### src/rtl/fsm_mux_pkg.sv
// Shared types and defaults for the deterministic stochastic-number generator.
package fsm_mux_pkg;

    typedef enum logic {
        IDLE = 1'b0,
        RUN  = 1'b1
    } fsm_mux_state_e;

    localparam int N_BITS_DEF = 4;

endpackage

### src/rtl/fsm_mux_sel.sv
// Priority MUX: the lowest set bit k of cnt selects x[N_BITS-1-k]; cnt==0 selects 0.
module fsm_mux_sel
    import fsm_mux_pkg::*;
#(
    parameter int N_BITS = N_BITS_DEF
) (
    input  logic [N_BITS-1:0] cnt_i,
    input  logic [N_BITS-1:0] x_i,
    output logic              sel_o
);

    logic [N_BITS-1:0] seen;     // seen[gi]: some cnt bit below gi is set
    logic [N_BITS-1:0] lowest;   // one-hot lowest set bit of cnt
    logic [N_BITS-1:0] x_rev;    // x bit-reversed so that lowest[k] lines up with x[N_BITS-1-k]

    assign seen[0] = 1'b0;

    generate
        for (genvar gi = 1; gi < N_BITS; gi++) begin : g_seen
            assign seen[gi] = seen[gi-1] | cnt_i[gi-1];
        end
        for (genvar gi = 0; gi < N_BITS; gi++) begin : g_pick
            assign lowest[gi] = cnt_i[gi] & ~seen[gi];
            assign x_rev[gi]  = x_i[N_BITS-1-gi];
        end
    endgenerate

    assign sel_o = |(lowest & x_rev);

endmodule

### src/rtl/fsm_mux.sv
// Stochastic-number generator: free-running counter plus priority MUX turns a binary value into a unipolar bitstream.
module fsm_mux
    import fsm_mux_pkg::*;
#(
    parameter int N_BITS = N_BITS_DEF
) (
    input  logic              i_clk_fsm_mux,
    input  logic              i_rst_fsm_mux,
    input  logic [N_BITS-1:0] i_x_bn,
    input  logic              i_start_fsm_mux,
    input  logic              i_stop_fsm_mux,
    output logic              o_sn_bit
);

    fsm_mux_state_e    state_q, state_d;
    logic [N_BITS-1:0] cnt_q, cnt_d;
    logic [N_BITS-1:0] x_q, x_d;
    logic              sel;

    // Start beats stop; a start while running restarts the stream with the new value.
    always_comb begin
        state_d = state_q;
        cnt_d   = cnt_q;
        x_d     = x_q;
        if (i_start_fsm_mux) begin
            state_d = RUN;
            cnt_d   = '0;
            x_d     = i_x_bn;
        end else if (i_stop_fsm_mux) begin
            state_d = IDLE;
            cnt_d   = '0;
        end else if (state_q == RUN) begin
            cnt_d = cnt_q + 1'b1;
        end
    end

    always_ff @(posedge i_clk_fsm_mux) begin
        if (i_rst_fsm_mux) begin
            state_q <= IDLE;
            cnt_q   <= '0;
            x_q     <= '0;
        end else begin
            state_q <= state_d;
            cnt_q   <= cnt_d;
            x_q     <= x_d;
        end
    end

    fsm_mux_sel #(
        .N_BITS (N_BITS)
    ) u_sel (
        .cnt_i (cnt_q),
        .x_i   (x_q),
        .sel_o (sel)
    );

    assign o_sn_bit = (state_q == RUN) & sel;

endmodule

### config.mk
export PLATFORM = sky130hd
export DESIGN_NAME = fsm_mux
export DESIGN_NICKNAME = d
export VERILOG_FILES = /design/src/rtl/fsm_mux_pkg.sv /design/src/rtl/fsm_mux_sel.sv /design/src/rtl/fsm_mux.sv
export SDC_FILE = /design/constraint.sdc
export NUM_CORES = 1
export LEC_CHECK = 0
export ABC_AREA = 0
export CAP_MARGIN = 25
export CORE_AREA = 2 2 39 41
export CTS_BUF_LIST = sky130_fd_sc_hd__clkbuf_16
export CTS_CLUSTER_SIZE = 16
export DETAILED_ROUTE_END_ITERATION = 16
export DIE_AREA = 0 0 41 43
export GPL_TIMING_DRIVEN = 0
export SYNTH_ARGS = -nofsm -noshare
export SYNTH_HDL_FRONTEND = slang
export SYNTH_SLANG_ARGS = --single-unit
### constraint.sdc
create_clock -name i_clk_fsm_mux -period 1.7 [get_ports i_clk_fsm_mux]
set_clock_uncertainty 0.15 [all_clocks]
set_input_delay 0.34 -clock i_clk_fsm_mux [delete_from_list [all_inputs] [get_ports i_clk_fsm_mux]]
set_output_delay 0.34 -clock i_clk_fsm_mux [all_outputs]
set_load 0.03 [all_outputs]
==> results of run 1 <==
-- sequential cells by signal, summed over array words and instances, names as in the netlist --
| register | count |
|---|---|
| cnt_q | 4 |
| state_q | 1 |
| x_q | 4 |
-- metal layers --
metal / GRT usage / vias up / share of wire
li1: - / 170 / -
met1: 0.123 / 147 / 0.43
met2: 0.175 / 5 / 0.53
met3: 0.0314 / 2 / 0.022
met4: 0.120 / 0 / 0.023
met5: 0 / - / 0
-- layout make-up --
cell class	instances	area (µm²)	area share
sequential	9	185	0.290
multi-input combinational	28	228	0.356
clock buffer	3	75.1	0.117
buffer	2	16.3	0.0254
clock inverter	1	3.75	0.00587
inverter	4	17.5	0.0274
tap	16	20.0	0.0313
timing repair buffer	10	93.8	0.147
-- where the power goes --
part,internal [mW],switching (mW),total (mW)
sequential,0.219,0.00461,0.223
clock,0.307,0.0960,0.403
combinational,0.0274,0.0181,0.0455
-- placed cells by master, fill, tap and decap left out --
cell	netlist	final
sky130_fd_sc_hd__inv_1	4	3
sky130_fd_sc_hd__inv_4	0	1
sky130_fd_sc_hd__buf_2	1	1
sky130_fd_sc_hd__nor2_1	9	9
sky130_fd_sc_hd__dfxtp_2	0	1
sky130_fd_sc_hd__buf_6	1	2
sky130_fd_sc_hd__clkbuf_16	0	3
sky130_fd_sc_hd__a31oi_2	0	1
sky130_fd_sc_hd__buf_4	0	3
sky130_fd_sc_hd__xor2_1	2	2
sky130_fd_sc_hd__ha_4	0	1
sky130_fd_sc_hd__ha_1	3	1
sky130_fd_sc_hd__nand2_1	1	1
sky130_fd_sc_hd__or3_4	1	1
sky130_fd_sc_hd__mux2i_1	5	5
sky130_fd_sc_hd__inv_2	0	1
sky130_fd_sc_hd__xnor2_1	1	1
sky130_fd_sc_hd__a21oi_1	1	1
sky130_fd_sc_hd__dfxtp_1	9	7
sky130_fd_sc_hd__clkdlybuf4s50_1	0	6
sky130_fd_sc_hd__a22oi_2	0	1
sky130_fd_sc_hd__nand3_1	1	1
sky130_fd_sc_hd__dfxtp_4	0	1
sky130_fd_sc_hd__nand4_1	1	1
sky130_fd_sc_hd__ha_2	0	1
sky130_fd_sc_hd__nand4b_1	1	1
-- tightest hold or removal path: stages --
cell and delay, ns:
sky130_fd_sc_hd__buf_6 0.11, sky130_fd_sc_hd__a21oi_1 0.04, sky130_fd_sc_hd__nor2_1 0.07
-- worst min path at each step --
stage / start / end / slack, ns / depth (start not counted)
3_3_place_gp: x_q[0] / x_q[0] / 0.34 / 2
3_5_place_dp: x_q[3] / x_q[3] / 0.35 / 2
5_1_grt: i_start_fsm_mux / state_q / 0.23 / 3
2_1_floorplan: i_rst_fsm_mux / state_q / 0.26 / 1
6_report: i_start_fsm_mux / state_q / 0.21 / 3
4_1_cts: i_start_fsm_mux / state_q / 0.22 / 3
-- kinds of logic (layout without fill, tap and decap cells) --
group                      count (synthesis)  count (layout)  synth area share
xor gates and xnor gates                   3               3            0.0636
DFF                                        9               9             0.436
buffers and inverters                      6              20            0.0757
muxes                                      5               5             0.121
adders and majority gates                  3               3            0.0909
and+or+nand+nor                           14              14             0.167
AOI/OAI and AO/OA                          3               3            0.0455
-- what timing repair did --
item                                    4_1_cts  5_1_grt
buffers inserted                              2        1
gates cloned                                  0        0
pin swaps                                     4        2
endpoints found under the setup margin        1        1
gates resized for setup                      17        0
-- through the flow --
step                      std cells  utilization  TNS (ns)  setup WS [ns]
after global placement           66        0.368    -0.350         -0.350
after global routing             73        0.462   -0.0383        -0.0383
after CTS                        72        0.457  -0.00979       -0.00979
after detailed placement         66        0.368    -0.380         -0.380
final                            73        0.462         0         0.0115
after floorplan                  43            -         0          0.171
==> summary by stage, run 1 <==
Placement
The count of buffers inserted at the top-level ports is 7. The post-detailed-placement half-perimeter wirelength is 560 µm. In this run the cell area measured after placement is 509 µm². The final estimated routing congestion in global placement is 0.639.

Die
The die footprint is 1760 µm². In this run the standard cell core region covers 1380 µm². The top-level I/O count is 9.

The number of rows created at floorplan is 14. The initial utilization of the core area, before any placement, comes to 0.298. The floorplan die width is 41 µm. From bottom edge to top edge, the die measures 43 µm.

Global route
Across every metal layer, demand over resource in global routing totals 0.119. The first global-routing pass estimated 1320 µm of wire. Global routing finished with a remaining overflow of 0. Entering global routing, the biggest net connects 7 pins. The number of antenna violations at the first check in global routing is 0. The via count of the first global-routing pass is 323.

Clock network
Clock latency on the worst-skew pair, taken at its later pin, is 0.23 ns. The clock passes through at most 2 buffers. Counting every sink on the clock net gives 9. The tree is rooted in a sky130_fd_sc_hd__clkbuf_16. TritonCTS built the clock tree. TritonCTS created 3 clock buffers.

The count of hold buffers inserted by post-cts repair is 0. Clock-pin slew was measured on the worst setup and hold paths at 0.04 ns. The number of levels the H-tree was split into is 1.

Timing
Subtracting the final worst setup slack from the clock period gives 1.69 ns. The post-route worst hold slack is 0.214 ns. The number of max-slew violations in the final report is 0. The final hold violation count was 0.

Setup repair after global routing could not meet its margin everywhere. Setup violations remaining at the end of the flow were counted as 0. The maximum frequency from static timing analysis is 592 MHz. The headroom to the max-slew limit is 0.853. The share of the clock period used by the worst path after layout is 0.993. The slew at the pin closest to its max-slew limit is 0.219 ns.

Layout
After routing the design area is 639 µm². Of the cells placed in the final design, the portion with a size suffix greater than 1 is 0.316. The relative area change from synthesis to final layout is 54.8%. The fill cell total of the finished layout is 128. 0 antenna diodes ended up in the layout.

The number of nets in the finished design is 69.

Routing
Dividing the detail-routed via count by the number of cells gives 4.44. The number of search-and-repair iterations in the first detailed-routing pass is 3. The detailed-route wire length per cell is 11.2 µm. The total via count in the routed design is 324. After detailed routing, the number of remaining DRC violations is 0. The count of nets left with antenna violations once routing finished came out at 0. The total routed wirelength is 818 µm.

For this block, the initial DRC count from the detailed router was 1.

Setup path
Traced cell by cell, the critical path runs through inv_4 -> ha_2 -> a22oi_2 -> a31oi_2 -> buf_6. The number of buffers and inverters on the critical path is 2. The stage delay of the slowest cell on the critical path is 0.34 ns. The worst setup path is launched from a flop.

The worst setup path is captured at a primary output. The startpoint of the lowest-slack register-to-register path is cnt_q[1]. The critical path runs through a total of 5 cells. For the worst flop-to-flop path, the logic depth is 6.

The start point of the critical path is cnt_q[0]. The required time reported for the critical path endpoint is 1.21 ns. The slack of the worst reg-to-reg path is 0.43 ns.

The endpoint of the most critical register-to-register path is cnt_q[2]. The endpoint of the most critical setup path is o_sn_bit. For this design, the slowest cell found on the critical path is sky130_fd_sc_hd__dfxtp_4. On the critical path the largest part of the delay comes from flip-flops. The data arrival time of the worst path is 1.20 ns. The worst setup path is of the reg2out kind.

The largest fanout on the critical path is 2.

Yosys
In this run, synthesis produced a sequential element count of 9. The most used flip-flop cell after synthesis is sky130_fd_sc_hd__dfxtp_1. The synthesis warning total is 0.

Of all flip-flops after synthesis, the portion carrying an async set or reset was 0. The number of nets handed over by synthesis was 54. Dividing the synthesized area by the synthesized cell count gives 9.60 µm². The synthesized instance count is 43. Yosys mapped the design onto 17 distinct sky130hd cell types. The number of enable-type register cells in the synthesized netlist is 0. The post-synthesis sequential area ratio is 0.436. Summing every instance area after synthesis gives 413 µm². After synthesis, the cell types taking the most area are sky130_fd_sc_hd__dfxtp_1 (44%), sky130_fd_sc_hd__mux2i_1 (12%), sky130_fd_sc_hd__ha_1 (9.1%). The fraction of synthesized cell area taken by the top area cell type is 0.436.

sky130_fd_sc_hd__dfxtp_1 takes more of the synthesized area than any other cell. Sorting the synthesized cells by how often they occur yields sky130_fd_sc_hd__dfxtp_1 (9), sky130_fd_sc_hd__nor2_1 (9), sky130_fd_sc_hd__mux2i_1 (5).

Pwr
Summed over all cells, the static leakage comes to 0.263 nW. The cell area power density is 1050 nW/µm². VDD sags by at most 0.000353 V. The design draws 672 µW.

Hold path
The classification of the worst-slack hold path is in2reg.

Status
The run finished with clean final reports.

Job
Across the run, the number of max-cap violations was 0.
(Power assumes the default switching activity.)
==> run 2: changes to the inputs <==
Settings changed: RECOVER_POWER from default to 100.
==> summary by stage, run 2 (same netlist as run 1, synthesis figures left out) <==
Setup path
Measured in cells, the most critical reg-to-reg path has a length of 6. The critical path goes through inv_4 -> ha_2 -> a22oi_2 -> a31oi_2 -> buf_6. At the worst endpoint, the required time is 1.21 ns. The largest fanout on the critical path is 2.

The type of destination of the critical path is a primary output. On the worst path, the slowest cell contributes a delay of 0.34 ns. The data arrival time of the worst path is 1.20 ns. The critical path in this run is classified as reg2out. The slowest stage of the critical path belongs to the cell sky130_fd_sc_hd__dfxtp_4. The type of element launching the critical path is a flop.

Layout
The relative area change from synthesis to final layout is 53.6%. The fill cell total of the finished layout is 129. Once layout is complete, the utilization of the core stands at 0.458. The library cell used most frequently in the layout, excluding fill and tap cells, is sky130_fd_sc_hd__nor2_1. The area taken by multi-input logic gates is 223 µm². The largest registers in the layout are cnt_q (4), x_q (4), state_q (1).

Across the whole layout, storage elements account for 185 µm². In the final layout, the share of cells above drive strength 1 is 0.298. In the final design database the tool counted 69 nets. Leaving out fill and tap cells, the most frequent cells in the layout are sky130_fd_sc_hd__nor2_1 (9), sky130_fd_sc_hd__dfxtp_1 (7), sky130_fd_sc_hd__mux2i_1 (5), sky130_fd_sc_hd__clkdlybuf4s50_1 (5). The number of antenna diodes in the final layout is 0. The final standard cell count with taps included and fillers excluded is 73. With fillers left out, the area of the finished cells amounts to 634 µm².

Placement
Including well taps, the total number of placed cells is 66. Summed over all nets, the half-perimeter wirelength after detailed placement is 560 µm. After detailed placement, the total cell area comes to 509 µm². The congestion estimate from routability-driven global placement came to 0.639. In this run the tool buffered the top-level ports with 7 buffer cells. The pre-CTS worst setup slack is -0.380 ns.

Hold path
The hold-critical path depth is 3. The classification of the worst-slack hold path is in2reg.

Job
The total of max-cap violations is 0.

Timing
The slew at the pin closest to its max-slew limit is 0.214 ns. The post-layout worst setup margin is 0.0115 ns. The headroom to the max-slew limit is 0.857.

The final hold violation count is 0. Of the available clock period, the critical path in the final layout requires 0.993. The maximum frequency from static timing analysis is 592 MHz. Setup repair after global routing could not meet its margin everywhere.

Setup violations remaining at the end of the flow were counted as 0. The clock period minus final worst setup slack is 1.69 ns. The number of max-slew violations in the final report is 0.

Die
In this run the standard cell core region covers 1380 µm². The die covers 1760 µm². The initial standard-cell utilization of the core is 0.298. The floorplan die width is 41 µm. The number of rows created at floorplan is 14. The top-level I/O count is 9. In this run the vertical extent of the chip is 43 µm.

Clock network
TritonCTS built the clock tree. The clock-pin slew reported for the worst setup and hold paths after clock tree synthesis is 0.04 ns. CTS built an H-tree with a depth of 1. The total number of clock tree sinks is 9. The number of CTS-inserted buffers is 3.

The root buffer cell is sky130_fd_sc_hd__clkbuf_16. The clock passes through at most 2 buffers. Clock latency on the worst-skew pair, taken at its later pin, is 0.23 ns. After clock tree synthesis, the flow added hold-fix buffers numbering 0.

Routing
The number of DRC violations after detailed-routing iteration 0 is 1. For this block, the routed nets add up to 815 µm of wire. The count of unresolved DRC violations after routing is 0.

In the final routed layout, each cell accounts on average for 11.2 µm. After detailed routing, the number of vias per cell comes to 4.45. The number of search-and-repair iterations in the first detailed-routing pass is 3. The final route contains 325 vias. Once detail routing completed, the nets flagged for antenna violations numbered 0.

Global route
The via count of the first global-routing pass came to 323. The total global-route track usage is 0.119. The number of antenna violations at the first check in global routing came to 0.

The first-pass GRT wire length is 1320 µm. The maximum number of pins on one net before global-route repair is 7. Summed over all layers, the global routing overflow is 0.

Pwr
The total leakage power is 0.262 nW. In this run the power density over the cells is 1060 nW/µm². The maximum vdd drop is 0.000353 V.

Status
The run finished with clean final reports.
-- run 2: cell type report --
cell class | instances | area share
inverters | 4 | 0.0276
clock inverters | 1 | 0.00592
well taps | 16 | 0.0316
clock buffers | 3 | 0.118
repair buffers | 10 | 0.148
plain buffers | 2 | 0.0256
multi-input cells | 28 | 0.351
flip-flops and latches | 9 | 0.292
-- run 2: worst paths after layout --
kind                    from       end  slack (ns)
max                 cnt_q[0]  o_sn_bit        0.01
min          i_start_fsm_mux   state_q        0.21
max reg2reg         cnt_q[1]  cnt_q[2]        0.42
min reg2reg           x_q[0]    x_q[0]        0.36
-- run 2: per-stage QoR --
step	total power, mW	hold WS, ns	setup TNS (ns)
CTS	0.681	0.219	-0.00979
floorplan	0.250	0.262	0
global route	0.697	0.226	-0.0383
detailed placement	0.271	0.346	-0.380
global placement	0.270	0.337	-0.350
finish	0.670	0.212	0
-- run 2: worst max-delay path, delay by kind of cell (launching register included) --
family | cells | cell delay, ns
adders and majority gates | 1 | 0.16
DFF | 1 | 0.34
AOI/OAI and AO/OA | 2 | 0.25
buffers and inverters | 2 | 0.21
-- run 2: metal layers --
| layer | global-route usage | routed length, µm |
|---|---|---|
| met2 | 0.175 | 429 |
| met1 | 0.123 | 347 |
| met5 | 0 | 0 |
| met4 | 0.120 | 19 |
| met3 | 0.0314 | 18 |
-- run 2: repair_timing --
item	4_1_cts	5_1_grt
pin swaps	4	2
setup endpoints to repair	1	1
setup buffers	2	1
gates resized for setup	17	0
-- run 2: where the power goes --
group	switching [mW]	total, mW	internal, mW
Clock	0.0960	0.403	0.307
Combinational	0.0178	0.0440	0.0262
Sequential	0.00461	0.223	0.219
==> run 3: changes to the inputs <==
Settings changed: HOLD_SLACK_MARGIN from default to 0.02.
==> results of run 3 <==
Final layout, timing and power as in run 2 (identical DEF).
